===== config.mk =====
export PLATFORM = sky130hd
export DESIGN_NAME = adc_capture
export DESIGN_NICKNAME = d
export VERILOG_FILES = /design/src/rtl/adc_capture.sv
export SDC_FILE = /design/constraint.sdc
export NUM_CORES = 1
export LEC_CHECK = 0
export BUFFER_PORTS_ARGS = -buffer_cell sky130_fd_sc_hd__buf_2
export CAP_MARGIN = 20
export CORE_ASPECT_RATIO = 0.8
export CORE_MARGIN = 2
export CORE_UTILIZATION = 55
export DETAILED_ROUTE_END_ITERATION = 6
export HOLD_SLACK_MARGIN = 0.08
export PLACE_DENSITY = 0.81
export SLEW_MARGIN = 25
export SYNTH_ARGS = -nofsm -noshare
export SYNTH_HDL_FRONTEND = slang
export SYNTH_SLANG_ARGS = --single-unit

===== constraint.sdc =====
create_clock -name clk -period 9.3 [get_ports clk]
set_input_delay 0.93 -clock clk [delete_from_list [all_inputs] [get_ports clk]]
set_output_delay 0.93 -clock clk [all_outputs]
set_load 0.02 [all_outputs]

===== src/rtl/adc_capture.sv =====
// Dual-channel 8-bit ADC capture into a circular RAM buffer: pre-trigger fill,
// level/edge trigger, post-trigger fill, then freeze. Define AUTO_TRIG_EN for a forced trigger.
module adc_capture #(
  parameter int AW = 12,
  parameter int DW = 16
) (
  input  logic          clk,
  input  logic          rst_n,
  input  logic [31:0]   adc_cfg,
  input  logic [7:0]    adc_a,
  input  logic [7:0]    adc_b,
  output logic          wr_en,
  output logic [AW-1:0] wr_addr,
  output logic [DW-1:0] wr_data,
  output logic [AW-1:0] trig_addr,
  output logic [15:0]   status
);
  localparam int DEPTH = 1 << AW;

  typedef enum logic [2:0] {
    S_IDLE = 3'd0,
    S_PRE  = 3'd1,
    S_WAIT = 3'd2,
    S_POST = 3'd3,
    S_DONE = 3'd4
  } state_t;

  state_t      state_q, state_d;
  logic        arm, arm_q, arm_rise, edge_sel, src_sel;
  logic [7:0]  level, dec, cur, prev_q, a_q, b_q, dec_cnt;
  logic [11:0] p_raw;
  logic [AW:0] p_cnt, q_cnt, cnt_q, cnt_inc;
  logic        active, samp, rise_hit, fall_hit, trig_hit, auto_hit, fire;
  logic        cfg_unused;

  assign arm      = adc_cfg[0];
  assign edge_sel = adc_cfg[1];
  assign src_sel  = adc_cfg[2];
  assign level    = adc_cfg[15:8];
  assign dec      = adc_cfg[23:16];
  assign p_raw    = {adc_cfg[31:24], 4'b0000};
  assign arm_rise = arm & ~arm_q;

  // Pre-trigger length is clamped so at least 16 post-trigger words remain.
  always_comb begin
    if (int'(p_raw) > DEPTH - 16) p_cnt = (AW+1)'(DEPTH - 16);
    else                          p_cnt = (AW+1)'(p_raw);
    q_cnt = (AW+1)'(DEPTH) - p_cnt;
  end

  assign active   = (state_q == S_PRE) || (state_q == S_WAIT) || (state_q == S_POST);
  assign samp     = active && (dec_cnt == 8'd0);
  assign cur      = src_sel ? b_q : a_q;
  assign rise_hit = (prev_q < level) && (cur >= level);
  assign fall_hit = (prev_q >= level) && (cur < level);
  assign trig_hit = edge_sel ? fall_hit : rise_hit;
  assign cnt_inc  = cnt_q + (AW+1)'(1);

`ifdef AUTO_TRIG_EN
  logic [15:0] to_cnt;
  always_ff @(posedge clk or negedge rst_n) begin
    if (!rst_n)                to_cnt <= 16'd0;
    else if (state_q != S_WAIT) to_cnt <= 16'd0;
    else if (samp)             to_cnt <= to_cnt + 16'd1;
  end
  assign auto_hit   = samp && adc_cfg[3] && (to_cnt == 16'hFFFF);
  assign cfg_unused = ^adc_cfg[7:4];
`else
  assign auto_hit   = 1'b0;
  assign cfg_unused = ^adc_cfg[7:3];
`endif

  always_ff @(posedge clk or negedge rst_n) begin
    if (!rst_n) state_q <= S_IDLE;
    else        state_q <= state_d;
  end

  always_comb begin
    state_d = state_q;
    fire    = 1'b0;
    if (!arm) begin
      state_d = S_IDLE;
    end else begin
      case (state_q)
        S_IDLE, S_DONE: if (arm_rise) state_d = (p_cnt == '0) ? S_WAIT : S_PRE;
        S_PRE:  if (samp && cnt_inc == p_cnt) state_d = S_WAIT;
        S_WAIT: if (samp && (trig_hit || auto_hit)) begin
                  state_d = S_POST;
                  fire    = 1'b1;
                end
        S_POST: if (samp && cnt_inc == q_cnt) state_d = S_DONE;
        default: state_d = S_IDLE;
      endcase
    end
  end

  // wr_en is a one-cycle write strobe with wr_addr/wr_data valid in the same
  // cycle; the RAM always accepts, so there is no ready/back-pressure.
  always_ff @(posedge clk or negedge rst_n) begin
    if (!rst_n) begin
      arm_q     <= 1'b0;
      a_q       <= 8'd0;
      b_q       <= 8'd0;
      prev_q    <= 8'd0;
      dec_cnt   <= 8'd0;
      wr_en     <= 1'b0;
      wr_data   <= '0;
      wr_addr   <= '0;
      trig_addr <= '0;
      cnt_q     <= '0;
    end else begin
      arm_q <= arm;
      a_q   <= adc_a;
      b_q   <= adc_b;
      if (samp) prev_q <= cur;
      if (!active)               dec_cnt <= 8'd0;
      else if (dec_cnt == 8'd0)  dec_cnt <= dec;
      else                       dec_cnt <= dec_cnt - 8'd1;
      // An abort in the sample cycle suppresses that write.
      wr_en <= samp && arm;
      if (samp) wr_data <= DW'({b_q, a_q});
      if (arm_rise)   wr_addr <= '0;
      else if (wr_en) wr_addr <= wr_addr + AW'(1);
      if (fire) trig_addr <= wr_addr + AW'(wr_en);
      if (arm_rise)  cnt_q <= '0;
      else if (fire) cnt_q <= (AW+1)'(1);
      else if (samp && (state_q == S_PRE || state_q == S_POST)) cnt_q <= cnt_inc;
    end
  end

  assign status = {12'(trig_addr), state_q == S_DONE, state_q};

endmodule


Word-level counts from Yosys, hierarchy flattened. Cells that the tools add are included.

Register bits: 90. Logic and storage cells: 71. Input port bits: 50. Output and inout port bits: 57.

Order comparisons: 5. Bitwise logic cells: 2. $add $sub $neg: 5. Eq/ne operators: 10. Mux-type cells: 20. Reductions and logical operators: 18.

Operator list (number): $mux W13 (3); $mux W12 (3); $mux W8 (3); $ge A8 B8 Y1 (2); $lt A8 B8 Y1 (2); $mux W3 (5); $add A13 B1 Y13 const B (1); $eq A13 B12 Y1 (1); $eq A13 B13 Y1 (1); $logic_not A13 Y1 (1); $sub A13 B13 Y13 const A (1); $add A12 B1 Y12 (1); $add A12 B1 Y12 const B (1); $gt A12 B12 Y1 const B (1); $pmux W3 S4 (1); $ne A3 B3 Y1 const B (3); $logic_and A1 B1 Y1 (8); $logic_not A8 Y1 (1); $sub A8 B1 Y8 const B (1); $eq A3 B2 Y1 const B (2); $mux W1 (4); $reduce_and A4 Y1 (1); $eq A3 B1 Y1 const B (1); $eq A3 B3 Y1 const B (1); other kinds (9) (11).

Logic depth before layout (Yosys ltp).
Depth in word-level cells: 10. Depth in mapped cells: 12. Gate-level depth less buffers: 10.

Least setup slack after synthesis. No wires, ideal clock.

Path type: input to register. From: input adc_cfg[2]. To: register trig_addr[1]. Stages on the path: 11. Path buffers: 2. Data arrival time: 3.866 ns. Setup time: 0.125 ns. Setup slack: 5.309 ns. Required time: 9.175 ns. Cell sequence: clkbuf_1 -> mux2_2 -> ha_1 -> a21o_1 -> a21o_1 -> a21oi_1 -> o211a_1 -> a22oi_1 -> nor4_2 -> clkbuf_1 -> mux2_2.

Word-level cells in the longest chain between the ends: 8. Elaborated cells on any way between the ends: 10. Those cells by class: order compare (2); mux (5); reduce/logical (3).

Ends and longest elaborated chain: start, declared (line 9) `input logic [31:0] adc_cfg,`; $mux W8 * (line 53) `assign cur = src_sel ? b_q : a_q;`; named net cur[5] (line 30) `logic [7:0] level, dec, cur, prev_q, a_q, b_q, dec_cnt;`; $ge A8 B8 Y1 / $lt A8 B8 Y1 (equally long branches) (line 54, 55); $logic_and A1 B1 Y1, on equally long branches (line 54, 55); $mux W1 * (line 56) `assign trig_hit = edge_sel ? fall_hit : rise_hit;`; $logic_and A1 B1 Y1 * (line 87) `S_WAIT: if (samp && (trig_hit || auto_hit)) begin`; $mux W1 * (line 87); $mux W1 * (line 84) `case (state_q)`; $mux W1 * (line 81) `if (!arm) begin`; end signal, assigned (line 124) `if (fire) trig_addr <= wr_addr + AW'(wr_en);`; end, declared (line 15) `output logic [AW-1:0] trig_addr,`.

The timed path passes the listed nets; every way through them passes the cells marked *. A chain may end at the register's enable or synchronous reset.

Worst setup path after layout.
From: input adc_cfg[2]. To: register trig_addr[11].

Same word-level chain as after synthesis.

==> impl_metrics.py <==
metrics = {
    "worst_setup_path": {
        "cp-end-kind": "flip-flop",
        "path_depth": 11,
        "path_class": "primary input to flip-flop",
        "crit_fanout": 25,
        "reg2reg_depth": 11,
        "startpoint": "adc_cfg[2]",
        "timing.rr.start": "dec_cnt[0]",
        "r2r-end": "state_q[2]",
        "cp_top_family": "compound AO/OA/AOI/OAI gates",
        "r2r_slack_ps": 5970,
        "crit_path_start_kind": "primary input",
        "path_cells": "buf_2 -> mux2_2 -> ha_1 -> a21o_1 -> a21o_1 -> a21oi_1 -> o211a_1 -> a22oi_1 -> nor4_4 -> buf_4 -> mux2_2",
        "cp.arrival_ps": 3780,
        "crit_end": "trig_addr[11]",
        "slowest_delay_ps": 380,
        "critPathSlowestCell": "mux2_2",
        "crit_required_ps": 9520,
        "timing.critical_path.buf_inv": 2,
    },
    "route": {
        "viasPerCell": 5.557,
        "met3_length_um": 496,
        "vias": 3751,
        "wl_per_cell_um": 16.32,
        "top_layer_used": "met4",
        "drt_iter0_drc": 151,
        "remaining_drc_errors": 0,
        "wl_met1_mm": 5.079,
        "route.met2.wl_mm": 5.309,
        "routed_wl_mm": 11.01,
        "drtPass1Iterations": 4,
        "antenna_left": 0,
    },
    "die": {
        "core-area_mm2": 0.008633,
        "initial_core_util_pct": 57.42,
        "fp.dieW_um": 110.1,
        "pin_count": 107,
        "design.die.area_mm2": 0.009794,
        "fp.dieH_um": 88.92,
        "row_count": 30,
    },
    "placement": {
        "gp_congestion": 0.8880,
        "io_buffer_count": 101,
        "placed_cells": 659,
        "hpwlAfterDp_mm": 8.196,
    },
    "grt": {
        "grt_first_pass_wirelength_mm": 18.01,
        "grt-ovfl-total": 0,
        "antenna_found_initial": 0,
        "grt_use_total_pct": 24.10,
        "grt_pass1_vias": 3780,
        "grt_max_degree": 53,
    },
    "clocking": {
        "cts-root-buf": "clkbuf_16",
        "cts-hold-fix-buffers": 0,
        "cts-buffers-inserted": 9,
        "clkLatencyLatePin_ps": 340,
        "cts_buffer_depth": 2,
        "cts_resized": 0,
        "cts_num_sinks": 90,
        "htreeDepth": 3,
        "path_clk_slew_ps": 70,
        "postCtsSetupBuffers": 0,
        "cts_tree": "yes",
    },
    "final_layout": {
        "nNetsFinal": 630,
        "drive_gt1_share_pct": 30.20,
        "final_common_cell": "buf_2",
        "antennaDiodeCount": 0,
        "n_fill_cell": 679,
        "multiInputGateArea_mm2": 0.002472,
        "stdcell_count": 675,
        "area_delta_synth_final_pct": 16.18,
        "mostFrequentLayoutCells": "100 x buf_2, 90 x dfrtp_1, 42 x mux2_2, 34 x nor2_1, 32 x xor2_1",
        "seqCellArea_mm2": 0.002252,
    },
    "yosys": {
        "synth_edf_count": 0,
        "netlist.area_leader.share_pct": 45.43,
        "ys_seq_area_share_pct": 45.43,
        "synth_area_mm2": 0.004957,
        "syn_nets": 545,
        "syn_area_per_cell_um2": 10.48,
        "synth_cell_types": 47,
        "synth_top_flop_cell": "dfrtp_1",
        "syn_inst": 473,
        "synth_warnings": 0,
        "synth_largest_area_cell": "dfrtp_1",
        "ys_seq_elements": 90,
        "synthTopCellsByArea": "dfrtp_1 45%, mux2_2 9.5%, xor2_1 5.7%",
        "async_flop_share_pct": 100.0,
    },
    "worst_hold_path": {
        "min_path_type": "flip-flop to flip-flop",
    },
    "timing": {
        "fin_hold_ws_ps": 498.9,
        "worst_pin_slew_ps": 660.5,
        "fmax_mhz": 280.9,
        "fin_crit_ps": 3559,
        "slew-limit-headroom_pct": 55.88,
        "hold_viol": 0,
        "finalSetupViolCount": 0,
        "rsz0062_at_grt": "no",
        "post-route-period-util_pct": 38.27,
        "maxSlewViolCount": 0,
        "fin_worst_skew_ps": 9.233,
        "fin_tns_setup_ps": 0,
    },
    "status": {
        "status": "finished clean",
    },
    "job": {
        "cap_violations": 0,
    },
    "pwr": {
        "powerDensity_mw_per_mm2": 221.5,
        "leakage_nw": 2.861,
        "irDropWorstVdd_mv": 0.1651,
    },
}
[through the flow]
stage	setup WS (ps)	instance area (µm²)	total power, W	utilization (%)
2_1_floorplan	5309	4957	0.0008132	-
3_3_place_gp	5477	5474	0.0009125	63.41
3_5_place_dp	5380	5474	0.0009391	63.41
4_1_cts	5735	5759	0.001286	66.71
5_1_grt	5600	5759	0.001360	66.71
6_report	5741	5759	0.001276	66.71
[registers in the layout, indices dropped and copies added (netlist names)]
signal / cells
wr_data: 16
b_q: 8
prev_q: 8
arm_q: 1
trig_addr: 12
a_q: 8
wr_en: 1
dec_cnt: 8
state_q: 3
wr_addr: 12
cnt_q: 13
[layout make-up]
cell class / count / area share [%]
Clock inverter: 7 / 1.043
Sequential cell: 90 / 39.10
Clock buffer: 9 / 3.910
Inverter: 19 / 1.238
Tap cell: 112 / 2.433
Timing Repair Buffer: 105 / 9.342
Multi-Input combinational cell: 333 / 42.93
[synth_stat cells, types with 3 or more instances]
library cell / instances
buf_4: 12
dfrtp_1: 90
clkbuf_1: 17
or3_1: 10
nand3_1: 18
xor2_1: 32
mux2_2: 42
ha_1: 22
a211oi_1: 4
nand4_1: 11
mux2i_1: 5
nor3b_1: 3
a21oi_1: 17
nor3_1: 25
and3_1: 4
o2111ai_1: 3
nand2_1: 21
nor2_1: 34
nand2b_1: 6
a21o_1: 10
nor2b_1: 4
xnor2_1: 23
o21ai_0: 11
inv_1: 19
[routing by layer]
metal / global-route usage (%) / vias to the layer above
met5: 0 / -
met4: 7.386 / 0
met3: 6.341 / 11
met2: 39.60 / 96
met1: 31.67 / 1824
li1: - / 1820
[tightest hold or removal path, delay by kind of cell (launching register included)]
family / cells / cell delay, ps
DFF: 1 / 350
AOI/OAI and AO/OA: 1 / 60
and+or+nand+nor: 1 / 50
[cell families (layout without fill, tap and decap cells)]
| logic type | after synthesis | count (layout) | synth area share (%) |
|---|---|---|---|
| adder cells (fa/ha/maj) | 22 | 22 | 5.553 |
| multiplexers | 47 | 47 | 10.55 |
| AND/OR/NAND/NOR | 150 | 150 | 15.88 |
| AO/OA/AOI/OAI | 59 | 59 | 8.001 |
| buffers and inverters | 50 | 140 | 4.871 |
| XOR/XNOR | 55 | 55 | 9.717 |
| flip-flops | 90 | 90 | 45.43 |
[power by group]
part	total (W)	leakage (nW)	internal [W]	switching (W)
Combinational	0.000408	1.57	0.000184	0.000223
Clock	0.000344	0.136	0.000186	0.000158
Sequential	0.000524	1.16	0.000469	0.0000551
Total	0.00128	2.86	0.000839	0.000437
[worst min path at each step]
stage | startpoint | end | slack [ps] | cells past startpoint
after global placement | prev_q[0] | prev_q[0] | 470 | 2
after global routing | dec_cnt[0] | dec_cnt[0] | 520 | 1
final | prev_q[0] | prev_q[0] | 500 | 2
after detailed placement | prev_q[0] | prev_q[0] | 480 | 2
after floorplan | dec_cnt[0] | dec_cnt[0] | 450 | 1
after CTS | prev_q[0] | prev_q[0] | 500 | 2
Note: power is estimated with default switching activity, not from simulation.
